<file path="config.mk">
export PLATFORM = sky130hd
export DESIGN_NAME = snake_head_ctrl
export DESIGN_NICKNAME = d
export VERILOG_FILES = /design/src/rtl/snake_head_ctrl.sv
export SDC_FILE = /design/constraint.sdc
export NUM_CORES = 1
export LEC_CHECK = 0
export CORE_AREA = 2 2 71 73
export DETAILED_ROUTE_END_ITERATION = 16
export DIE_AREA = 0 0 73 75
export GPL_ROUTABILITY_DRIVEN = 0
export PLACE_DENSITY = 0.75
export SLEW_MARGIN = 5
export SYNTH_ARGS = -nofsm -noshare
export SYNTH_HDL_FRONTEND = slang
export SYNTH_SLANG_ARGS = --single-unit
</file>
<file path="constraint.sdc">
create_clock -name clk -period 2 [get_ports clk]
set_input_delay 0.4 -clock clk [delete_from_list [all_inputs] [get_ports clk]]
set_output_delay 0.4 -clock clk [all_outputs]
set_load 0.01 [all_outputs]
</file>
<file path="src/rtl/snake_head_ctrl.sv">
// Snake head controller: turns held arrow-key directions into timed head moves
// on a bounded grid, with the no-reversal rule and wall-collision detection.
module snake_head_ctrl #(
    parameter int unsigned GRID_W   = 32,
    parameter int unsigned GRID_H   = 24,
    parameter int unsigned X_W      = 5,
    parameter int unsigned Y_W      = 5,
    parameter int unsigned TICK_DIV = 5000000,
    parameter int unsigned START_X  = 16,
    parameter int unsigned START_Y  = 12
) (
    input  logic           clk,
    input  logic           rst,
    input  logic           start,
    input  logic           dir_valid,
    input  logic [1:0]     dir,
    output logic [X_W-1:0] head_x,
    output logic [Y_W-1:0] head_y,
    output logic [1:0]     cur_dir,
    output logic           move_pulse,
    output logic           running,
    output logic           game_over
);

    localparam int unsigned CNT_W = $clog2(TICK_DIV);

    localparam logic [CNT_W-1:0] TICK_LAST = CNT_W'(TICK_DIV - 1);
    localparam logic [X_W-1:0]   X_START   = X_W'(START_X);
    localparam logic [Y_W-1:0]   Y_START   = Y_W'(START_Y);
    localparam logic [X_W-1:0]   X_MAX     = X_W'(GRID_W - 1);
    localparam logic [Y_W-1:0]   Y_MAX     = Y_W'(GRID_H - 1);

    localparam logic [1:0] DIR_R = 2'b00;
    localparam logic [1:0] DIR_L = 2'b01;
    localparam logic [1:0] DIR_U = 2'b10;
    localparam logic [1:0] DIR_D = 2'b11;

    typedef enum logic [1:0] {
        IDLE = 2'b00,
        RUN  = 2'b01,
        OVER = 2'b10
    } state_e;

    state_e           state_q, state_d;
    logic [X_W-1:0]   x_q, x_d;
    logic [Y_W-1:0]   y_q, y_d;
    logic [1:0]       cur_dir_q, cur_dir_d;
    logic [1:0]       next_dir_q, next_dir_d;
    logic [CNT_W-1:0] cnt_q, cnt_d;
    logic             pulse_q, pulse_d;

    logic             tick;
    logic             reversal;
    logic             hit;
    logic [X_W-1:0]   cand_x;
    logic [Y_W-1:0]   cand_y;

    assign tick     = (cnt_q == TICK_LAST);
    // Checked against the committed direction so two quick turns cannot reverse.
    assign reversal = (dir[1] == cur_dir_q[1]) && (dir[0] != cur_dir_q[0]);

    // Candidate head for the pending direction; a wall hit leaves it unchanged.
    always_comb begin
        cand_x = x_q;
        cand_y = y_q;
        hit    = 1'b0;
        case (next_dir_q)
            DIR_R: if (x_q == X_MAX) hit = 1'b1; else cand_x = x_q + X_W'(1);
            DIR_L: if (x_q == '0)    hit = 1'b1; else cand_x = x_q - X_W'(1);
            DIR_U: if (y_q == '0)    hit = 1'b1; else cand_y = y_q - Y_W'(1);
            DIR_D: if (y_q == Y_MAX) hit = 1'b1; else cand_y = y_q + Y_W'(1);
            default: hit = 1'b0;
        endcase
    end

    // Next-state and datapath updates; start always takes priority over a tick.
    always_comb begin
        state_d    = state_q;
        x_d        = x_q;
        y_d        = y_q;
        cur_dir_d  = cur_dir_q;
        next_dir_d = next_dir_q;
        cnt_d      = cnt_q;
        pulse_d    = 1'b0;

        if (start) begin
            state_d    = RUN;
            x_d        = X_START;
            y_d        = Y_START;
            cur_dir_d  = DIR_R;
            next_dir_d = DIR_R;
            cnt_d      = '0;
        end else begin
            case (state_q)
                IDLE: cnt_d = '0;
                RUN: begin
                    if (tick) begin
                        cnt_d = '0;
                        if (hit) begin
                            state_d = OVER;
                        end else begin
                            x_d       = cand_x;
                            y_d       = cand_y;
                            cur_dir_d = next_dir_q;
                            pulse_d   = 1'b1;
                        end
                    end else begin
                        cnt_d = cnt_q + CNT_W'(1);
                        if (dir_valid && !reversal) begin
                            next_dir_d = dir;
                        end
                    end
                end
                OVER: cnt_d = '0;
                default: state_d = IDLE;
            endcase
        end
    end

    always_ff @(posedge clk or posedge rst) begin
        if (rst) begin
            state_q    <= IDLE;
            x_q        <= X_START;
            y_q        <= Y_START;
            cur_dir_q  <= DIR_R;
            next_dir_q <= DIR_R;
            cnt_q      <= '0;
            pulse_q    <= 1'b0;
        end else begin
            state_q    <= state_d;
            x_q        <= x_d;
            y_q        <= y_d;
            cur_dir_q  <= cur_dir_d;
            next_dir_q <= next_dir_d;
            cnt_q      <= cnt_d;
            pulse_q    <= pulse_d;
        end
    end

    assign head_x     = x_q;
    assign head_y     = y_q;
    assign cur_dir    = cur_dir_q;
    assign move_pulse = pulse_q;
    assign running    = (state_q == RUN);
    assign game_over  = (state_q == OVER);

endmodule

</file>
== After elaboration in Yosys (flattened, before gate mapping) ==
Index checks and enable logic that the tools add are counted.
Word-level totals
  input bits: 6
  output and inout bits: 15
  bits in registers: 40
  logic and storage cells: 88
Operators by class
  reduce and logical (&&, ||, !) cells: 19
  eq/ne operators: 19
  muxes and demuxes: 38
  $add $sub $neg: 5
Operators with widths (number)
  $mux W5: 12
  $mux W23: 2
  $pmux W23 S2: 1
  $add A23 B1 Y23 const B: 1
  $eq A23 B23 Y1 const B: 1
  $mux W2: 11
  $pmux W5 S2: 2
  $ne A3 B3 Y1 const B: 4
  $reduce_and A6 Y1: 2
  $add A5 B1 Y5 const B: 2
  $eq A5 B5 Y1 const B: 2
  $logic_not A5 Y1: 2
  $sub A5 B1 Y5 const B: 2
  $reduce_and A3 Y1: 3
  $reduce_bool A3 Y1: 3
  $mux W1: 8
  $eq A2 B2 Y1 const B: 3
  $ne A3 B2 Y1 const B: 2
  $reduce_bool A2 Y1: 3
  $eq A2 B1 Y1 const B: 2
  $logic_not A2 Y1: 2
  $ne A2 B2 Y1 const B: 2
  $pmux W1 S4: 1
  $pmux W2 S2: 1
  6 further kinds: 7

== Depth between registers and ports, before layout ==
  depth after elaboration: 8
  mapped depth: 8
  depth with buffers taken out: 8

== Least setup slack after synthesis ==
OpenSTA, ideal clock, no wires.
  path kind: register to register
  start point: register next_dir_q[0]
  end point: register y_q[4] (netlist: head_y[4])
  required time: 1922 ps
  slack: 20 ps
  path buffers: 0
  period minus slack after synthesis: 1980 ps
  library setup time: 78 ps
  data arrival time: 1902 ps
  stages on the path, launching flop included: 8
  cells stage by stage: dfrtp_1 nand2_1 fa_1 a21o_1 a21oi_1 mux2i_1 or4_1 a21oi_1
On the way
  cells in the longest elaborated chain, start to end: 6
  elaborated cells on any way between the ends: 15
  those cells by class: eq/ne: 6; mux: 6; reduce/logical: 3
Ends and longest elaborated chain
  start: declaration: RTL line 48  | logic [1:0] next_dir_q, next_dir_d;
  start signal: assignment: RTL line 134  | next_dir_q <= next_dir_d;
  $eq A2 B2 Y1: RTL line 67  | case (next_dir_q)
  $pmux W5 S2: RTL line 67
  $mux W5: RTL line 99  | if (hit) begin
  $mux W5: RTL line 97  | if (tick) begin
  $mux W5: RTL line 94  | case (state_q)
  $mux W5: RTL line 86  | if (start) begin
  end signal: assignment: RTL line 132  | y_q <= y_d;
  end: declaration: RTL line 46  | logic [Y_W-1:0] y_q, y_d;
Parallel ways exist; a longest one is shown, timed or not. The select of a mux whose other input is x is not followed.
A chain may end at the register's enable or synchronous reset.

== Worst setup path after layout ==
Same ends and word-level chain as after synthesis.

==> results.md <==
* Outcome: completed
* Library cell with the largest summed area after synthesis: dfrtp_1
* Num CTS Buffers at 5
* Clock H-tree levels at 2
* Number of library cell types mapped by synthesis at 49
* Total iterations of the first detailed-routing run at 4
* Count of pins on the block boundary at 21
* Hold/Removal Path Class: in2async
* Slowest library cell on the worst path: dfrtp_2
* Clock sink total at 40
* Critical-path maximum fanout at 5
* Routed Wire Length at 5.66 mm
* DRC at 0
* Slew Limit Fails at 0
* Floorplan core area at 4660 um2
* Average detailed-routed wire length per instance at 15.3 um
* Pin count of the biggest net entering global routing at 41
* Final Cycle Share at 0.999
* Fmax at 0.501 GHz
* End-of-flow core utilization at 0.674
* Worst EP arrival at 2.21 ns
* Seq/Total Area, Yosys at 0.420
* Global-route wire length before repair at 9.23 mm
* Die footprint at 5480 um2
* Most frequent cell on the critical path: a21oi_2
* Leak Pwr at 0.00140 uW
* Netlist area before placement at 2390 um2
* Violation count after the first detailed-routing iteration at 81
* Clock latency on the worst-skew pair at 0.29 ns
* Total nets after synthesis at 265
* Root Buffer Master: clkbuf_8
* Filler instances at 380
* Cell total after placement at 354
* Endpoint required time on the critical path at 2.22 ns
* Vias post-DR at 2112
* Post-CTS Hold Fix Bufs at 0
* Leading register cell type out of synthesis: dfrtp_1
* Pwr dens at 468 nW/um2
* Number of enable flip-flop cells after synthesis at 0
* Startpoint Class: flip-flop
* Max-cap violations at 0
* GRT Resource Usage Total at 0.221
* Total inserted antenna cells at 0
* Vias per Instance at 5.71
* Buffers on Ports at 20
* Top cell types by occurrence after synthesis: dfrtp_1, nor2_1, xor2_1
* Async set-or-reset flop fraction in the synthesized netlist at 1.00
* Placement Rows at 25
* Placed standard-cell area at 2920 um2
* Critical path cell sequence: nand2_4, fa_2, a21o_1, a21oi_2, mux2i_1, or4_1, a21oi_2
* Layout cell share with drive strength beyond 1 at 0.247
* Final instance count without filler cells at 370
* Yosys warning total at 0
* Synthesis-to-finish area growth at 31.1%
* Die span in y at 75 um
* Type of element capturing the critical path: flip-flop
* Cell area after layout at 3140 um2
* Maximum vdd ir drop at 0.366 mV
* Top cells by area in the synthesized netlist: dfrtp_1, xor2_1, nor2_1
* Worst path max stage delay at 0.46 ns
* Final nets at 330
* Final-layout worst hold slack at 0.461 ns
* Setup_tns at 0 ns
* Buffer levels on the longest clock path at 2
* Half-perimeter wire length after detailed placement at 4.07 mm
* Antenna viol nets, final at 0
* Antenna violations before repair at 0
* Grt total ovfl at 0
* Top-area cell type share of the netlist area at 0.387
* Setup violators final at 0
* Category of the critical setup timing path: reg2reg
* Transition time of the tightest slew-check pin at 0.410 ns
* Final critical-path required period at 2.00 ns
* Clock-pin slew on the worst setup and hold paths at 0.08 ns
* Final hold violation count at 0
* Slew margin rel. at 0.724
* Number of global-route vias before repair at 2069
* Overall die width at 73 um
* Post-Synthesis Mean Instance Area at 9.58 um2
* Number of synthesized register bits at 40
* Worst setup skew after layout at 0.00546 ns
* Most repeated cell in the gate-level netlist after synthesis: dfrtp_1
* RSZ-0062 raised after global routing: yes
* Clock tree from TritonCTS: built
* Effective utilization at floorplan at 0.514
* Number of instances in the synthesized netlist at 250
## state kept, by name, indices dropped and copies added, names as in the netlist
register / flops
state_q: 2
cnt_q: 23
cur_dir: 2
move_pulse: 1
head_x: 5
head_y: 5
next_dir_q: 2
## final timing paths
| path | slack [ns] | from | to | cells past startpoint |
|---|---|---|---|---|
| worst max register to register | 0.003 | next_dir_q[0]$_DFFE_PP0P_ | head_y[4]$_DFFE_PP0P_ | 7 |
| min in group clk | 0.56 | cnt_q[22]$_DFFE_PP0P_ | cnt_q[22]$_DFFE_PP0P_ | 2 |
| max in group asynchronous | 1.27 | rst | head_y[2]$_DFFE_PP1P_ | 3 |
| worst max-delay path | 0.003 | next_dir_q[0]$_DFFE_PP0P_ | head_y[4]$_DFFE_PP0P_ | 7 |
| worst min register to register | 0.56 | cnt_q[22]$_DFFE_PP0P_ | cnt_q[22]$_DFFE_PP0P_ | 2 |
| worst min-delay path | 0.46 | rst | head_x[2]$_DFFE_PP0P_ | 3 |
## layout by cell type, fill, tap and decap left out, types with 4 or more instances in the layout
cell type,count
clkdlybuf4s50_1,19
inv_1,5
ha_1,7
buf_4,44
nor2_1,32
or3_1,7
clkbuf_8,5
dfrtp_2,4
nand3_1,14
nand4_1,10
a21oi_1,11
dfrtp_1,33
xnor2_1,7
nand2_1,14
nor2b_1,5
a21oi_2,5
mux2i_1,7
o21ai_0,6
and3_1,6
xor2_1,17
## through the flow
step                      total power, uW  setup WS [ns]
after floorplan                       907         0.0200
after global placement                956        -0.0871
after detailed placement              960         -0.107
after CTS                            1480        -0.0292
after global routing                 1530        -0.0899
final                                1470        0.00262
## repair_timing
item | CTS | global route
setup endpoints to repair | 9 | 12
gates resized for setup | 6 | 17
setup buffers | 2 | 7
pin swaps | 3 | 7
## power breakdown
part	switching [uW]	internal, uW
Combinational	70.7	57.5
Sequential	9.35	816
Clock	270	245
Total	350	1120
## routing by layer
metal | part of all wire | vias up | wire, um | track usage
met3 | 0.033 | 14 | 188 | 0.0442
met5 | 0 | - | 0 | 0
met4 | 0.020 | 0 | 112 | 0.0761
li1 | - | 1028 | - | -
met1 | 0.45 | 1020 | 2550 | 0.280
met2 | 0.50 | 50 | 2810 | 0.378
## area by class of cell
type	count	area, um2	share of cell area
Clock buffer	7	76.3	0.0243
Clock inverter	1	5.00	0.00159
Inverter	7	26.3	0.00837
Multi-Input combinational cell	196	1400	0.446
Sequential cell	40	1010	0.322
Tap cell	54	67.6	0.0215
Timing Repair Buffer	65	553	0.176
## cell families (layout without fill, tap and decap cells)
family                     count (synthesis)  after routing  share of synthesized area
DFF                                       40             40                      0.420
and+or+nand+nor                          118            118                      0.282
AOI/OAI and AO/OA                         38             38                      0.103
adders and majority gates                  9              9                     0.0533
xor gates and xnor gates                  24             24                     0.0878
muxes                                      7              7                     0.0293
buffers and inverters                     14             80                     0.0256
## worst max-delay path: cells and delay by family (launching register included)
family | cells | cell delay [ns]
flops | 1 | 0.46
mux | 1 | 0.10
fa+ha+maj | 1 | 0.34
compound gates | 3 | 0.49
simple gates | 2 | 0.54
Power figures use the tool's default switching activity.
